**config.mk**
```make
export PLATFORM = sky130hd
export DESIGN_NAME = bp_be_thread_sched_flat
export DESIGN_NICKNAME = d
export VERILOG_FILES = /design/src/rtl/bp_be_thread_sched_if.sv /design/src/rtl/bp_be_thread_sched.sv /design/src/flat_wrapper.sv
export SDC_FILE = /design/constraint.sdc
export NUM_CORES = 1
export LEC_CHECK = 0
export ABC_CLOCK_PERIOD_IN_PS = 4530
export BUFFER_PORTS_ARGS = -buffer_cell sky130_fd_sc_hd__buf_2
export CORE_MARGIN = 1
export CORE_UTILIZATION = 58
export DETAILED_ROUTE_END_ITERATION = 16
export GPL_TIMING_DRIVEN = 0
export PLACE_DENSITY = 0.81
export RECOVER_POWER = 25
export SYNTH_ARGS = -nofsm -noshare
export SYNTH_HDL_FRONTEND = slang
export SYNTH_SLANG_ARGS = --single-unit
export TNS_END_PERCENT = 5
```
**constraint.sdc**
```tcl
create_clock -name clk_i -period 4.53 [get_ports clk_i]
set_input_delay 0.6795 -clock clk_i [delete_from_list [all_inputs] [get_ports clk_i]]
set_output_delay 0.6795 -clock clk_i [all_outputs]
set_load 0.03 [all_outputs]
```
**src/rtl/bp_be_thread_sched_if.sv**
```systemverilog
// rtl/bp_be_thread_sched_if.sv - scheduler control/status bundle between backend and thread scheduler
// Ports (scheduler view, modport slave):
//   in : thread_en_i, quantum_i, instret_i, yield_i, npc_w_v_i, npc_i,
//        pc_w_v_i, pc_tid_i, pc_i, pipe_idle_i, redirect_ready_i
//   out: current_thread_id_o, suppress_iss_o, clear_iss_o, redirect_v_o,
//        redirect_pc_o, idle_o
// The master modport is the backend/CSR/FE side driving the scheduler.
interface bp_be_thread_sched_if #(
    parameter int threads_p         = 4,
    parameter int thread_id_width_p = 2,
    parameter int vaddr_width_p     = 39,
    parameter int quantum_width_p   = 16
);
    logic [threads_p-1:0]         thread_en_i;
    logic [quantum_width_p-1:0]   quantum_i;
    logic                         instret_i;
    logic                         yield_i;
    logic                         npc_w_v_i;
    logic [vaddr_width_p-1:0]     npc_i;
    logic                         pc_w_v_i;
    logic [thread_id_width_p-1:0] pc_tid_i;
    logic [vaddr_width_p-1:0]     pc_i;
    logic                         pipe_idle_i;
    logic                         redirect_ready_i;

    logic [thread_id_width_p-1:0] current_thread_id_o;
    logic                         suppress_iss_o;
    logic                         clear_iss_o;
    logic                         redirect_v_o;
    logic [vaddr_width_p-1:0]     redirect_pc_o;
    logic                         idle_o;

    modport master (
        output thread_en_i, quantum_i, instret_i, yield_i, npc_w_v_i, npc_i,
               pc_w_v_i, pc_tid_i, pc_i, pipe_idle_i, redirect_ready_i,
        input  current_thread_id_o, suppress_iss_o, clear_iss_o, redirect_v_o,
               redirect_pc_o, idle_o
    );

    modport slave (
        input  thread_en_i, quantum_i, instret_i, yield_i, npc_w_v_i, npc_i,
               pc_w_v_i, pc_tid_i, pc_i, pipe_idle_i, redirect_ready_i,
        output current_thread_id_o, suppress_iss_o, clear_iss_o, redirect_v_o,
               redirect_pc_o, idle_o
    );
endinterface

```
**src/rtl/bp_be_thread_sched.sv**
```systemverilog
// rtl/bp_be_thread_sched.sv - backend hardware-thread scheduler with drain/redirect context switch
// Ports:
//   clk_i      : clock
//   reset_n_i  : asynchronous active-low reset
//   sched_if   : bp_be_thread_sched_if.slave (thread enables, quantum, retire/yield,
//                commit and CSR PC writes, drain/redirect handshake; current thread,
//                issue suppress/clear, FE redirect, idle status)
module bp_be_thread_sched #(
    parameter int threads_p         = 4,
    parameter int thread_id_width_p = 2,
    parameter int vaddr_width_p     = 39,
    parameter int quantum_width_p   = 16,
    parameter logic [vaddr_width_p-1:0] boot_pc_p = vaddr_width_p'(64'h8000_0000)
) (
    input logic                 clk_i,
    input logic                 reset_n_i,
    bp_be_thread_sched_if.slave sched_if
);

    typedef enum logic [1:0] {S_IDLE, S_RUN, S_DRAIN, S_SWITCH} state_e;

    state_e                       state_q, state_n;
    logic [thread_id_width_p-1:0] cur_q, cur_n;
    logic [thread_id_width_p-1:0] nxt_q, nxt_n;
    logic                         to_idle_q, to_idle_n;
    logic                         clear_q, clear_n;
    logic [quantum_width_p-1:0]   cnt_q, cnt_n;
    logic [vaddr_width_p-1:0]     pc_table [threads_p];

    logic                         any_en;
    logic [thread_id_width_p-1:0] scan_cur;
    logic [thread_id_width_p-1:0] scan_low;
    logic [thread_id_width_p-1:0] drain_tgt;
    logic [quantum_width_p:0]     cnt_sum;
    logic                         quantum_hit;
    logic                         preempt;

    // First enabled thread after base, wrapping; base itself is tried last.
    // Thread count is a power of two, so the id add wraps naturally.
    function automatic logic [thread_id_width_p-1:0] scan_from(
        input logic [thread_id_width_p-1:0] base,
        input logic [threads_p-1:0]         en
    );
        logic [thread_id_width_p-1:0] idx;
        logic [thread_id_width_p-1:0] res;
        logic                         found;
        res   = base;
        found = 1'b0;
        for (int i = 1; i <= threads_p; i++) begin
            idx = base + thread_id_width_p'(i);
            if (!found && en[idx]) begin
                res   = idx;
                found = 1'b1;
            end
        end
        return res;
    endfunction

    assign any_en   = |sched_if.thread_en_i;
    assign scan_cur = scan_from(cur_q, sched_if.thread_en_i);
    // Scanning from the top id yields the lowest-index enabled thread.
    assign scan_low = scan_from({thread_id_width_p{1'b1}}, sched_if.thread_en_i);
    // A thread disabled while draining toward it is replaced at the exit cycle.
    assign drain_tgt = sched_if.thread_en_i[nxt_q] ? nxt_q : scan_cur;

    assign cnt_sum     = {1'b0, cnt_q} + (quantum_width_p+1)'(sched_if.instret_i);
    assign quantum_hit = (sched_if.quantum_i != '0) && (cnt_sum >= {1'b0, sched_if.quantum_i});
    assign preempt     = sched_if.yield_i || quantum_hit || !sched_if.thread_en_i[cur_q];

    always_comb begin
        state_n   = state_q;
        cur_n     = cur_q;
        nxt_n     = nxt_q;
        to_idle_n = to_idle_q;
        cnt_n     = cnt_q;
        clear_n   = 1'b0;
        case (state_q)
            S_IDLE: begin
                if (any_en) begin
                    state_n   = S_SWITCH;
                    nxt_n     = scan_low;
                    cur_n     = scan_low;
                    cnt_n     = '0;
                    clear_n   = 1'b1;
                    to_idle_n = 1'b0;
                end
            end
            S_RUN: begin
                cnt_n = cnt_sum[quantum_width_p] ? '1 : cnt_sum[quantum_width_p-1:0];
                if (preempt) begin
                    if (!any_en) begin
                        state_n   = S_DRAIN;
                        to_idle_n = 1'b1;
                    end else if (scan_cur != cur_q) begin
                        // Also covers a disabled cur: the scan then never lands on it.
                        state_n   = S_DRAIN;
                        nxt_n     = scan_cur;
                        to_idle_n = 1'b0;
                    end else begin
                        // Sole enabled thread: restart its slice without a flush.
                        cnt_n = '0;
                    end
                end
            end
            S_DRAIN: begin
                if (sched_if.pipe_idle_i) begin
                    if (to_idle_q || !any_en) begin
                        state_n   = S_IDLE;
                        to_idle_n = 1'b0;
                    end else begin
                        state_n = S_SWITCH;
                        nxt_n   = drain_tgt;
                        cur_n   = drain_tgt;
                        cnt_n   = '0;
                        clear_n = 1'b1;
                    end
                end
            end
            S_SWITCH: begin
                if (sched_if.redirect_ready_i) begin
                    state_n = S_RUN;
                end
            end
            default: state_n = S_IDLE;
        endcase
    end

    always_ff @(posedge clk_i or negedge reset_n_i) begin
        if (!reset_n_i) begin
            state_q   <= S_IDLE;
            cur_q     <= '0;
            nxt_q     <= '0;
            to_idle_q <= 1'b0;
            clear_q   <= 1'b0;
            cnt_q     <= '0;
        end else begin
            state_q   <= state_n;
            cur_q     <= cur_n;
            nxt_q     <= nxt_n;
            to_idle_q <= to_idle_n;
            clear_q   <= clear_n;
            cnt_q     <= cnt_n;
        end
    end

    // Commit write is issued after the CSR write so it wins an index collision.
    always_ff @(posedge clk_i or negedge reset_n_i) begin
        if (!reset_n_i) begin
            for (int i = 0; i < threads_p; i++) begin
                pc_table[i] <= boot_pc_p;
            end
        end else begin
            if (sched_if.pc_w_v_i) begin
                pc_table[sched_if.pc_tid_i] <= sched_if.pc_i;
            end
            if (sched_if.npc_w_v_i && (state_q == S_RUN || state_q == S_DRAIN)) begin
                pc_table[cur_q] <= sched_if.npc_i;
            end
        end
    end

    assign sched_if.current_thread_id_o = cur_q;
    assign sched_if.suppress_iss_o      = (state_q != S_RUN);
    assign sched_if.clear_iss_o         = clear_q;
    assign sched_if.redirect_v_o        = (state_q == S_SWITCH);
    assign sched_if.redirect_pc_o       = pc_table[nxt_q];
    assign sched_if.idle_o              = (state_q == S_IDLE);

endmodule

```
**src/flat_wrapper.sv**
```systemverilog
// flat-port wrapper written by rule: the top's interface ports become plain ports
module bp_be_thread_sched_flat 
#(
    parameter int threads_p         = 4,
    parameter int thread_id_width_p = 2,
    parameter int vaddr_width_p     = 39,
    parameter int quantum_width_p   = 16,
    parameter logic [vaddr_width_p-1:0] boot_pc_p = vaddr_width_p'(64'h8000_0000)
)
  (clk_i, reset_n_i, sched_if_thread_en_i, sched_if_quantum_i, sched_if_instret_i, sched_if_yield_i, sched_if_npc_w_v_i, sched_if_npc_i, sched_if_pc_w_v_i, sched_if_pc_tid_i, sched_if_pc_i, sched_if_pipe_idle_i, sched_if_redirect_ready_i, sched_if_current_thread_id_o, sched_if_suppress_iss_o, sched_if_clear_iss_o, sched_if_redirect_v_o, sched_if_redirect_pc_o, sched_if_idle_o);
  bp_be_thread_sched_if #(.threads_p(threads_p), .thread_id_width_p(thread_id_width_p), .vaddr_width_p(vaddr_width_p), .quantum_width_p(quantum_width_p)) sched_if_i ();
  input logic clk_i;
  input logic reset_n_i;
  input wire logic [$bits(sched_if_i.thread_en_i)-1:0] sched_if_thread_en_i;
  input wire logic [$bits(sched_if_i.quantum_i)-1:0] sched_if_quantum_i;
  input wire logic [$bits(sched_if_i.instret_i)-1:0] sched_if_instret_i;
  input wire logic [$bits(sched_if_i.yield_i)-1:0] sched_if_yield_i;
  input wire logic [$bits(sched_if_i.npc_w_v_i)-1:0] sched_if_npc_w_v_i;
  input wire logic [$bits(sched_if_i.npc_i)-1:0] sched_if_npc_i;
  input wire logic [$bits(sched_if_i.pc_w_v_i)-1:0] sched_if_pc_w_v_i;
  input wire logic [$bits(sched_if_i.pc_tid_i)-1:0] sched_if_pc_tid_i;
  input wire logic [$bits(sched_if_i.pc_i)-1:0] sched_if_pc_i;
  input wire logic [$bits(sched_if_i.pipe_idle_i)-1:0] sched_if_pipe_idle_i;
  input wire logic [$bits(sched_if_i.redirect_ready_i)-1:0] sched_if_redirect_ready_i;
  output wire logic [$bits(sched_if_i.current_thread_id_o)-1:0] sched_if_current_thread_id_o;
  output wire logic [$bits(sched_if_i.suppress_iss_o)-1:0] sched_if_suppress_iss_o;
  output wire logic [$bits(sched_if_i.clear_iss_o)-1:0] sched_if_clear_iss_o;
  output wire logic [$bits(sched_if_i.redirect_v_o)-1:0] sched_if_redirect_v_o;
  output wire logic [$bits(sched_if_i.redirect_pc_o)-1:0] sched_if_redirect_pc_o;
  output wire logic [$bits(sched_if_i.idle_o)-1:0] sched_if_idle_o;
  assign sched_if_i.thread_en_i = sched_if_thread_en_i;
  assign sched_if_i.quantum_i = sched_if_quantum_i;
  assign sched_if_i.instret_i = sched_if_instret_i;
  assign sched_if_i.yield_i = sched_if_yield_i;
  assign sched_if_i.npc_w_v_i = sched_if_npc_w_v_i;
  assign sched_if_i.npc_i = sched_if_npc_i;
  assign sched_if_i.pc_w_v_i = sched_if_pc_w_v_i;
  assign sched_if_i.pc_tid_i = sched_if_pc_tid_i;
  assign sched_if_i.pc_i = sched_if_pc_i;
  assign sched_if_i.pipe_idle_i = sched_if_pipe_idle_i;
  assign sched_if_i.redirect_ready_i = sched_if_redirect_ready_i;
  assign sched_if_current_thread_id_o = sched_if_i.current_thread_id_o;
  assign sched_if_suppress_iss_o = sched_if_i.suppress_iss_o;
  assign sched_if_clear_iss_o = sched_if_i.clear_iss_o;
  assign sched_if_redirect_v_o = sched_if_i.redirect_v_o;
  assign sched_if_redirect_pc_o = sched_if_i.redirect_pc_o;
  assign sched_if_idle_o = sched_if_i.idle_o;
  bp_be_thread_sched #(.threads_p(threads_p), .thread_id_width_p(thread_id_width_p), .vaddr_width_p(vaddr_width_p), .quantum_width_p(quantum_width_p), .boot_pc_p(boot_pc_p)) u_core (.clk_i(clk_i), .reset_n_i(reset_n_i), .sched_if(sched_if_i));
endmodule
```
Word level (Yosys, flattened, before mapping)
Index checks and enable logic that the tools add are counted.
Widths: inputs -> output; s select.
{"block": "op_classes", "n_reduce_logical": 32, "add_sub_neg": 4, "bitwise_logic": 3, "n_mul": 0, "div_mod_pow": 0, "eq_ne": 14, "n_mux": 71, "shift": 0, "magnitude_cmp": 11}
{"cell": "$bwmux 156", "count": 2}
{"cell": "$mux 156", "count": 2}
{"cell": "$demux 39 s2", "count": 2}
{"cell": "$mux 39", "count": 4}
{"cell": "$mux 16", "count": 7}
{"cell": "$bmux 39 s2", "count": 1}
{"cell": "$pmux 16 s3", "count": 1}
{"cell": "$mux 2", "count": 22}
{"cell": "$mux 1", "count": 20}
{"cell": "$add 16x1->17", "count": 1}
{"cell": "$ge 17x16->1", "count": 1}
{"cell": "$reduce_bool 16->1", "count": 1}
{"cell": "$lt 2x3->1 const B", "count": 5}
{"cell": "$ne 2x1->1 const B", "count": 6}
{"cell": "$bmux 1 s2", "count": 5}
{"cell": "$logic_and 1x1->1", "count": 10}
{"cell": "$ge 3x3->1 const B", "count": 3}
{"cell": "$not 2->3", "count": 3}
{"cell": "$logic_not 1->1", "count": 8}
{"cell": "$pmux 2 s4", "count": 1}
{"cell": "$reduce_and 4->1", "count": 2}
{"cell": "$reduce_and 7->1", "count": 1}
{"cell": "$lt 3x1->1 const B", "count": 2}
{"cell": "$ne 2x2->1 const B", "count": 3}
{"cell": "other kinds (17)", "count": 22}
{"block": "word_totals", "ramBits": 0, "wordCells": 145, "mem_bits_ro": 0, "output_inout_bits": 45, "regBits": 180, "latch_bits": 0, "n_memories": 0}

Depth between registers and ports, before layout
Gate-level depths: netlist (run 1).
{"block": "logic_depth", "word_depth": 18, "depth_mapped": 18, "ltp_nobuf": 16}

Least setup slack after synthesis (run 1)
Ideal clock, no wire load.
{"block": "synth_timing", "kind": "input -> register", "start": "in sched_if_instret_i", "end": "reg u_core.nxt_q[0]", "slack_ns": 0.564, "n_path_buf": 1, "path_stages": 16, "t_arrival_ns": 3.839, "setup_ns": 0.128, "path_cell_list": "ha_1 -> ha_1 -> nand3_2 -> or3_1 -> buf_2 -> nor3_1 -> xor2_1 -> ha_1 -> nand4_1 -> nor2_1 -> a221oi_1 -> o21ai_0 -> a211oi_2 -> o21bai_1 -> a21oi_2 -> mux2_1"}
{"block": "synth_via", "elab_chain_len": 7}
{"item": "start, declared", "line_no": "flat_wrapper.sv:16", "rtl": "input wire logic [$bits(sched_if_i.instret_i)-1:0] sched_if_instret_i;"}
{"item": "$add 16x1->17", "line_no": "bp_be_thread_sched.sv:66", "rtl": "assign cnt_sum = {1'b0, cnt_q} + (quantum_width_p+1)'(sched_if.instret_i);"}
{"item": "$ge 17x16->1", "line_no": "bp_be_thread_sched.sv:67", "rtl": "assign quantum_hit = (sched_if.quantum_i != '0) && (cnt_sum >= {1'b0, sched_if.quantum_i});"}
{"item": "$logic_and 1x1->1", "line_no": "bp_be_thread_sched.sv:67"}
{"item": "$logic_or 1x1->1 (2 in series)", "line_no": "bp_be_thread_sched.sv:68", "rtl": "assign preempt = sched_if.yield_i || quantum_hit || !sched_if.thread_en_i[cur_q];"}
{"item": "$ne 2x1->1 (no source line)"}
{"item": "$reduce_and 7->1 (no source line)"}
{"item": "end signal, assigned", "line_no": "bp_be_thread_sched.sv:139", "rtl": "nxt_q <= nxt_n;"}
{"item": "end, declared", "line_no": "bp_be_thread_sched.sv:24", "rtl": "logic [thread_id_width_p-1:0] nxt_q, nxt_n;"}
No other way between the ends.
A chain may end at the register's enable or synchronous reset.

Final worst setup path (run 1)
{"block": "layout_timing", "start": "reg u_core.cnt_q[0]", "end": "reg u_core.nxt_q[1]"}
{"block": "layout_via", "elab_chain_len": 7}
{"item": "start, declared", "line_no": "bp_be_thread_sched.sv:27", "rtl": "logic [quantum_width_p-1:0] cnt_q, cnt_n;"}
{"item": "start signal, assigned", "line_no": "bp_be_thread_sched.sv:142", "rtl": "cnt_q <= cnt_n;"}
{"item": "$add 16x1->17", "line_no": "bp_be_thread_sched.sv:66"}
{"item": "$ge 17x16->1", "line_no": "bp_be_thread_sched.sv:67"}
{"item": "$logic_and 1x1->1", "line_no": "bp_be_thread_sched.sv:67"}
{"item": "$logic_or 1x1->1 (2 in series)", "line_no": "bp_be_thread_sched.sv:68"}
{"item": "$ne 2x1->1 (no source line)"}
{"item": "$reduce_and 7->1 (no source line)"}
No other way between the ends.

==> results of run 1 <==
## registers in the layout (all words and copies together), names as in the netlist
name,count
u_core.cnt_q,16
u_core.nxt_q,2
u_core.pc_table,156
u_core.sched_if.clear_iss_o,1
u_core.sched_if.current_thread_id_o,2
u_core.state_q,2
u_core.to_idle_q,1
## metal layers
layer / GRT usage, % / up-vias / routed length [um]
met4: 13.09 / 2 / 724
met5: 0 / - / 13
met3: 8.074 / 66 / 2818
met2: 51.75 / 523 / 14570
li1: - / 4060 / -
met1: 42.04 / 4432 / 11530
## critical path: stages (launching register included)
cell,delay [ps]
dfrtp_1,350
ha_1,270
ha_1,310
nand3_2,150
or3_1,360
buf_2,170
nor3_1,340
xor2_1,240
ha_1,280
nand4_1,110
nor2_1,70
a221oi_1,250
o21ai_0,150
a211oi_2,420
o21bai_1,210
a21oi_2,110
mux2_1,330
## cells in the mapped netlist, types with 5 or more instances
master and count:
a21o_1 5, a21oi_1 18, a31oi_1 7, and3_1 5, buf_1 16, clkbuf_1 58
dfrtp_1 176, ha_1 27, inv_1 31, mux2i_1 159, mux4_2 43, nand2_1 178
nand3_1 6, nand4_1 7, nor2_1 30, nor3_1 5, nor4_1 7, o21ai_0 167
o22a_1 10, o31ai_1 6, xnor2_1 11
## worst max-delay path by stage
| stage | start | endpoint | slack, ps |
|---|---|---|---|
| after floorplan | sched_if_instret_i | u_core.nxt_q[0] | 560 |
| after global placement | reset_n_i | u_core.cnt_q[14] | -130 |
| after detailed placement | sched_if_instret_i | u_core.nxt_q[1] | -60 |
| after CTS | u_core.cnt_q[0] | u_core.nxt_q[1] | 340 |
| after global routing | u_core.cnt_q[0] | u_core.nxt_q[1] | 30 |
| final | u_core.cnt_q[0] | u_core.nxt_q[1] | 280 |
## report_power, final
group	total, uW	switching [uW]	internal (uW)
clock	1470	661	804
sequential	2790	431	2360
combinational	4060	2500	1570
## cell type report
class                      instances  area share [%]
clock inverter                    11          0.8143
inverter                          31          0.9587
buffer                            78           2.526
sequential                       180           37.15
antenna                            6          0.1237
clock buffer                      21           3.876
tap                              225           2.319
multi-input combinational        747           45.87
timing repair buffer             150           6.360
## per-stage QoR
step                TNS [ps]  util [%]  area [um2]  setup WS [ps]
floorplan                  0         -       10490          563.8
global route               0     69.42       12130          25.96
detailed placement    -115.1     66.14       11560         -59.42
finish                     0     69.45       12140          280.4
global placement      -19120     65.92       11520         -126.2
CTS                        0     69.39       12130          338.6
## kinds of logic (layout without fill, tap and decap cells)
family,Yosys count,after routing,synth area share (%)
and+or+nand+nor,257,257,10.40
AOI/OAI and AO/OA,241,241,13.20
buffers and inverters,109,291,4.030
DFF,180,180,42.97
xor gates and xnor gates,15,15,1.252
other,0,6,0
muxes,207,207,24.93
adders and majority gates,27,27,3.219
==> results.cfg, run 1 <==
[clock_network]
h-tree-depth = 4
numCtsBuffers = 17
cts_sinks = 180
clockBufferDepth = 2
cts_root_buf = clkbuf_16
cts-hold-fix-buffers = 0
cts.repair.resized = 0
clock_latency_ps = 430
postCtsSetupRepairBufs = 0
cts_tree = built
path_clk_slew_ps = 70

[global_routing]
grt_pass1_wl_mm = 45.60
grt_max_degree = 125
antenna_found_initial = 6
grt_pass1_vias = 8850
track_usage_pct = 32.28
overflow = 0

[timing]
worst_pin_slew_ps = 3148
fmax_ghz = 0.2353
rsz0062_at_grt = no
fin_skew_ps = 7.710
post-route-period-util_pct = 93.81
hold_ws_ps = 493.2
slew_viol_final = 57
hold_viol_final = 0
relSlewSlack_pct = -109.9
finalSetupViolations = 0
finalCriticalPeriod_ps = 4250

[yosys]
synthFlopType = dfrtp_1
synth_area_per_cell_um2 = 10.13
synthTopCellsByArea = dfrtp_1, mux2i_1, mux4_2
yosysUniqueCellTypes = 55
ys_ff_latch = 180
synth_fp_nets = 1171
syn_inst = 1036
async_flop_share_pct = 100.0
yosys_warnings = 0
synth_edf_count = 0
syn_area_mm2 = 0.01049
ys_seq_area_share_pct = 42.97
synth_area_leader_cell = dfrtp_1
synth_top_area_share_pct = 41.97

[layout]
fin_nets = 1340
drive_gt1_share_pct = 19.79
seqCellArea_mm2 = 0.004509
final_common_cell = nand2_1
multi_input_comb_area_mm2 = 0.005568
syn2layout_area_growth_pct = 15.67
n_fill_cell = 1321
final_cell_mix = nand2_1, dfrtp_1, o21ai_0
layout.cells.non_filler = 1449

[floorplanning]
die_height_um = 136.5
dieArea_mm2 = 0.01864
coreArea_mm2 = 0.01748
ioPinCount = 153
placementRows = 48
start_util_pct = 60.04
die_w_um = 136.5

[critical_path]
cp_data_required_time_ps = 4850
r2r_slack_ps = 280
critPathKind = register to register
startpoint_type = register
crit_path_end_kind = register
reg2reg_depth = 16
timing.rr.end = u_core.nxt_q[1]
crit-reg2reg-launch = u_core.cnt_q[0]
cp_max_fo = 6
arrival_ps = 4570

[placement]
portBuffers = 149
dp_hpwl_mm = 19.34
gp_congestion = 0.8980
numPlacedInstances = 1411

[drt]
wl_mm = 29.66
drtIter0Drc = 840
drtAntennaViolNets = 0
first_pass_iters = 5
vias = 9083
via_per_inst = 6.268
wire_per_inst_um = 20.47
route.detailed.drc = 0

[job]
maxCapViolCount = 1

[min_path]
worstHoldPathCells = 3
worstHoldEndpoint = u_core.pc_table[72]
hold_path.class = input port to register
min_from = sched_if_npc_i[33]

[power]
power_leakage_uw = 0.005826
power_density_mw_per_mm2 = 685.7
irDropWorstVdd_mv = 0.4643
power_uw = 8323

[outcome]
outcome = finished, violations left
violations = capacitance limit, slew limit
(Power assumes the default switching activity.)
==> run 2, diff against run 1 <==
- ABC_CLOCK_PERIOD_IN_PS: 4530 -> 5160
- CORE_ASPECT_RATIO: unset -> 0.75
- CORE_UTILIZATION: 58 -> 60
- GPL_TIMING_DRIVEN: 0 -> unset
- PLACE_DENSITY: 0.81 -> 0.83
- clock period: 4.53 -> 5.16 ns (I/O delays scaled with it)
==> results.cfg, run 2 (same netlist as run 1, synthesis figures left out) <==
[clock_network]
postCtsSetupRepairBufs = 0
clockBufferDepth = 2
cts.repair.resized = 0
numCtsBuffers = 17
cts-hold-fix-buffers = 0
h-tree-depth = 4
clock_latency_ps = 430
path_clk_slew_ps = 70
cts_sinks = 180
cts_root_buf = clkbuf_16
cts_tree = built

[timing]
hold_viol_final = 0
rsz0062_at_grt = no
relSlewSlack_pct = -86.10
finalSetupViolations = 0
setup_ws_ps = 1007
worst_pin_slew_ps = 2792
slew_viol_final = 114
finalCriticalPeriod_ps = 4153
hold_ws_ps = 333.2
fin_skew_ps = 6.828
post-route-period-util_pct = 80.48
fmax_ghz = 0.2408
setup-tns-final_ps = 0

[placement]
portBuffers = 152
gp_congestion = 0.8778
dp_slack_ps = 587.7
dp_hpwl_mm = 17.01

[layout]
post-route-util_pct = 70.33
final_common_cell = nand2_1
multi_input_comb_area_mm2 = 0.005580
syn2layout_area_growth_pct = 13.81
reg.largest.list = u_core.pc_table (156), u_core.cnt_q (16)
largest_reg_flops = 156
seqCellArea_mm2 = 0.004512
drive_gt1_share_pct = 22.60
regMostFlops = u_core.pc_table
final_cell_mix = nand2_1, dfrtp_1, o21ai_0
fin_nets = 1277
n_fill_cell = 1241

[critical_path]
crit_path_end_kind = register
cp_max_fo = 6
cpMostUsedCell = ha_1
cp_cell_sequence = buf_2 > ha_1 > ha_1 > nand3_2 > or3_1 > nor3_1 > xor2_1 > ha_1 > nand4_1 > nor2_1 > a221oi_1 > o21ai_0 > a211oi_2 > o21bai_1 > a21oi_2 > mux2_1
arrival_ps = 4460
critPathKind = input port to register
timing.critical_path.slowest_stage_cell = or3_1
cp-startpoint = sched_if_instret_i
crit-reg2reg-launch = u_core.cnt_q[0]
startpoint_type = input port
critPathMaxStageDelay_ps = 470
cp_data_required_time_ps = 5470

[power]
p_comb_share_pct = 46.5
p_switching_uw = 3015
seq_power_share_pct = 35.7
power_leakage_uw = 0.005777
power_density_mw_per_mm2 = 595.7
internal_power_uw = 4100
power_uw = 7115
pwr-share-clk_pct = 17.8
netSwitchingFraction_pct = 42.37
irDropWorstVdd_mv = 0.4111

[floorplanning]
die_w_um = 154.7
placementRows = 41
start_util_pct = 61.80
die_height_um = 116.5
coreArea_mm2 = 0.01698
dieArea_mm2 = 0.01803
ioPinCount = 153

[drt]
vias = 8584
wl_mm = 26.46
first_pass_iters = 6
via_per_inst = 6.162
drtAntennaViolNets = 0
route.detailed.drc = 0
drtIter0Drc = 868
wire_per_inst_um = 19.00

[global_routing]
overflow = 0
grt_pass1_wl_mm = 42.67
grt_max_degree = 114
antenna_found_initial = 4
grt_pass1_vias = 8209
track_usage_pct = 30.71

[outcome]
outcome = finished, violations left
violations = capacitance limit, slew limit

[min_path]
hold_path.class = input port to async pin

[job]
maxCapViolCount = 1
run 2: power groups by stage:
stage / clock, uW / combinational, uW / sequential, uW
after floorplan: 0 / 2580 / 2340
after global placement: 0 / 3200 / 2510
after detailed placement: 0 / 3310 / 2540
after CTS: 1280 / 3320 / 2530
after global routing: 1340 / 3580 / 2620
final: 1270 / 3310 / 2540
run 2: worst max-delay path: cells and delay by family:
kind / cells / cell delay, ps
AOI/OAI and AO/OA: 5 / 1160
and+or+nand+nor: 5 / 1120
adders and majority gates: 3 / 790
muxes: 1 / 340
xor gates and xnor gates: 1 / 200
buffers and inverters: 1 / 80
run 2: area by class of cell:
class / instances / area share, %
inverter: 31 / 0.9743
sequential: 180 / 37.78
timing repair buffer: 165 / 7.218
multi-input combinational: 747 / 46.73
antenna: 2 / 0.04191
clock inverter: 13 / 1.079
clock buffer: 19 / 3.709
tap: 236 / 2.472
run 2: worst paths after layout:
kind                                            end  slack [ps]  cells past startpoint
worst max-delay path                u_core.nxt_q[1]        1010                     16
worst min-delay path            u_core.pc_table[85]         330                      1
worst max register to register      u_core.nxt_q[1]        1050                     15
worst min register to register      u_core.cnt_q[0]         510                      2
max in group asynchronous       u_core.pc_table[28]        1660                      2
min in group clk_i                  u_core.cnt_q[0]         510                      2
run 2: through the flow:
| step | cell area [um2] | std cells |
|---|---|---|
| 6_report | 11940 | 1393 |
| 5_1_grt | 11940 | 1393 |
| 4_1_cts | 11950 | 1391 |
| 3_5_place_dp | 11380 | 1359 |
| 3_3_place_gp | 11380 | 1359 |
| 2_1_floorplan | 10490 | 1036 |
run 2: routing by layer:
layer	up-vias	GRT usage (%)	part of all wire (%)
met1	4237	42.22	44
met2	365	48.57	46
met5	-	0	0.10
met4	4	10.10	1.8
met3	47	7.458	8.2
li1	3931	-	-
==> run 3, diff against run 2 <==
- ABC_CLOCK_PERIOD_IN_PS: 5160 -> 4000
- CORE_UTILIZATION: 60 -> 58
- PLACE_DENSITY: 0.83 -> 0.81
- clock period: 5.16 -> 4 ns (I/O delays scaled with it)
==> results.cfg, run 3 (same netlist as run 1, synthesis figures left out) <==
[outcome]
outcome = finished, violations left
violations = capacitance limit, slew limit

[layout]
fin_nets = 1295
largest_reg_flops = 156
final_cell_mix = nand2_1, dfrtp_1, o21ai_0
reg.largest.list = u_core.pc_table (156), u_core.cnt_q (16)
post-route-util_pct = 68.23
n_fill_cell = 1371
layout.cells.non_filler = 1415
final_common_cell = nand2_1
regMostFlops = u_core.pc_table
syn2layout_area_growth_pct = 14.80
drive_gt1_share_pct = 23.72

[clock_network]
cts_root_buf = clkbuf_16
cts_sinks = 180
path_clk_slew_ps = 70
clockBufferDepth = 2
clock_latency_ps = 440
cts-hold-fix-buffers = 0
numCtsBuffers = 17
h-tree-depth = 4
cts_tree = built
cts.repair.resized = 0
postCtsSetupRepairBufs = 0

[critical_path]
timing.critical_path.slowest_stage_cell = dfrtp_1
arrival_ps = 3990
startpoint_type = register
crit_family = compound AO/OA/AOI/OAI gates
critPathMaxStageDelay_ps = 350
crit_path_end_kind = register
critPathKind = register to register
cpMostUsedCell = ha_1
cp_cell_sequence = ha_1 > ha_1 > nand4_1 > nor3_1 > buf_4 > xor2_1 > ha_1 > a21o_1 > a21o_1 > a221oi_1 > o21ai_0 > a211oi_2 > buf_4 > o21ai_4 > a41oi_1 > o22a_1
cp_data_required_time_ps = 4370
path_buf_inv = 2
cp_max_fo = 16

[drt]
drtIter0Drc = 765
wl_mm = 26.79
vias = 8451
drtAntennaViolNets = 0
via_per_inst = 5.972
route.detailed.drc = 0
wire_per_inst_um = 18.93
first_pass_iters = 12

[global_routing]
grt-busiest-layer = met2
overflow = 0
grt_pass1_wl_mm = 43.90
grtUsageMet3_pct = 7.114
grt_max_degree = 101
met1_usage_pct = 44.16
antenna_found_initial = 1
track_usage_pct = 30.58
grt_pass1_vias = 8351
met2_usage_pct = 46.76

[timing]
fmax_ghz = 0.2765
hold_ws_ps = 415.6
finalCriticalPeriod_ps = 3617
slew_viol_final = 101
rsz0062_at_grt = no
setup_ws_ps = 383.5
finalSetupViolations = 0
worst_pin_slew_ps = 2574
relSlewSlack_pct = -71.59
post-route-period-util_pct = 90.41
hold_viol_final = 0
fin_skew_ps = 15.01
setup-tns-final_ps = 0

[placement]
dp_slack_ps = 83.08
numPlacedInstances = 1383
portBuffers = 152
gp_congestion = 0.8752
dp_hpwl_mm = 17.70

[floorplanning]
dieArea_mm2 = 0.01864
start_util_pct = 59.43
placementRows = 42
die_w_um = 157.3
ioPinCount = 153
coreArea_mm2 = 0.01766
die_height_um = 118.5

[min_path]
hold_path.class = input port to register

[power]
irDropWorstVdd_mv = 0.4314
power_leakage_uw = 0.005845
power_density_mw_per_mm2 = 761.9

[job]
maxCapViolCount = 1
==> run 3: cell types whose count changed in the layout (fill, tap and decap cells not counted), sizes merged <==
cell      before  now
buf          164  181
inv           33   35
bufinv         1    0
clkinvlp       4    6
diode          2    1
clkinv         6    2
clkbuf        20   21
==> run 3: worst min-delay path, stage by stage <==
cell and delay [ps]:
buf_2 120, nand2_1 50, o21ai_0 70
==> run 3: final cells by class <==
| cell class | instances | area [um2] | share of cell area (%) |
|---|---|---|---|
| antenna | 1 | 2.502 | 0.02077 |
| clock buffer | 19 | 442.9 | 3.677 |
| tap | 242 | 302.8 | 2.513 |
| multi-input combinational | 747 | 5580 | 46.32 |
| timing repair buffer | 183 | 991.0 | 8.226 |
| inverter | 31 | 116.4 | 0.9659 |
| sequential | 180 | 4512 | 37.45 |
| clock inverter | 12 | 98.84 | 0.8205 |
==> run 3: path summary, 6_finish.rpt <==
kind,startpoint,slack [ps],to,depth (start not counted)
worst max-delay path,u_core.cnt_q[0],380,u_core.cnt_q[15],16
worst min-delay path,sched_if_npc_i[31],420,u_core.pc_table[70],3
worst max register to register,u_core.cnt_q[0],380,u_core.cnt_q[15],16
max in group asynchronous,reset_n_i,880,u_core.pc_table[66],2
worst min register to register,u_core.cnt_q[0],490,u_core.cnt_q[0],2
min in group asynchronous,reset_n_i,960,u_core.pc_table[55],1
==> run 3: metal layers <==
metal,up-vias,routed length (um)
met1,4152,11930
met3,21,1978
met2,312,12600
li1,3966,-
met4,0,279
met5,-,0
==> run 3: stage by stage <==
step	total power (uW)	instance area, um2
2_1_floorplan	6345	10490
6_report	9178	12050
4_1_cts	9182	12070
3_3_place_gp	7408	11520
3_5_place_dp	7583	11520
5_1_grt	9732	12040
==> run 3: power by group <==
part	internal, uW	total, uW	leakage [uW]	switching, uW
clock network	819	1570	0.000248	751
logic	1760	4400	0.00339	2640
registers	2680	3210	0.00220	532
total	5260	9180	0.00585	3920
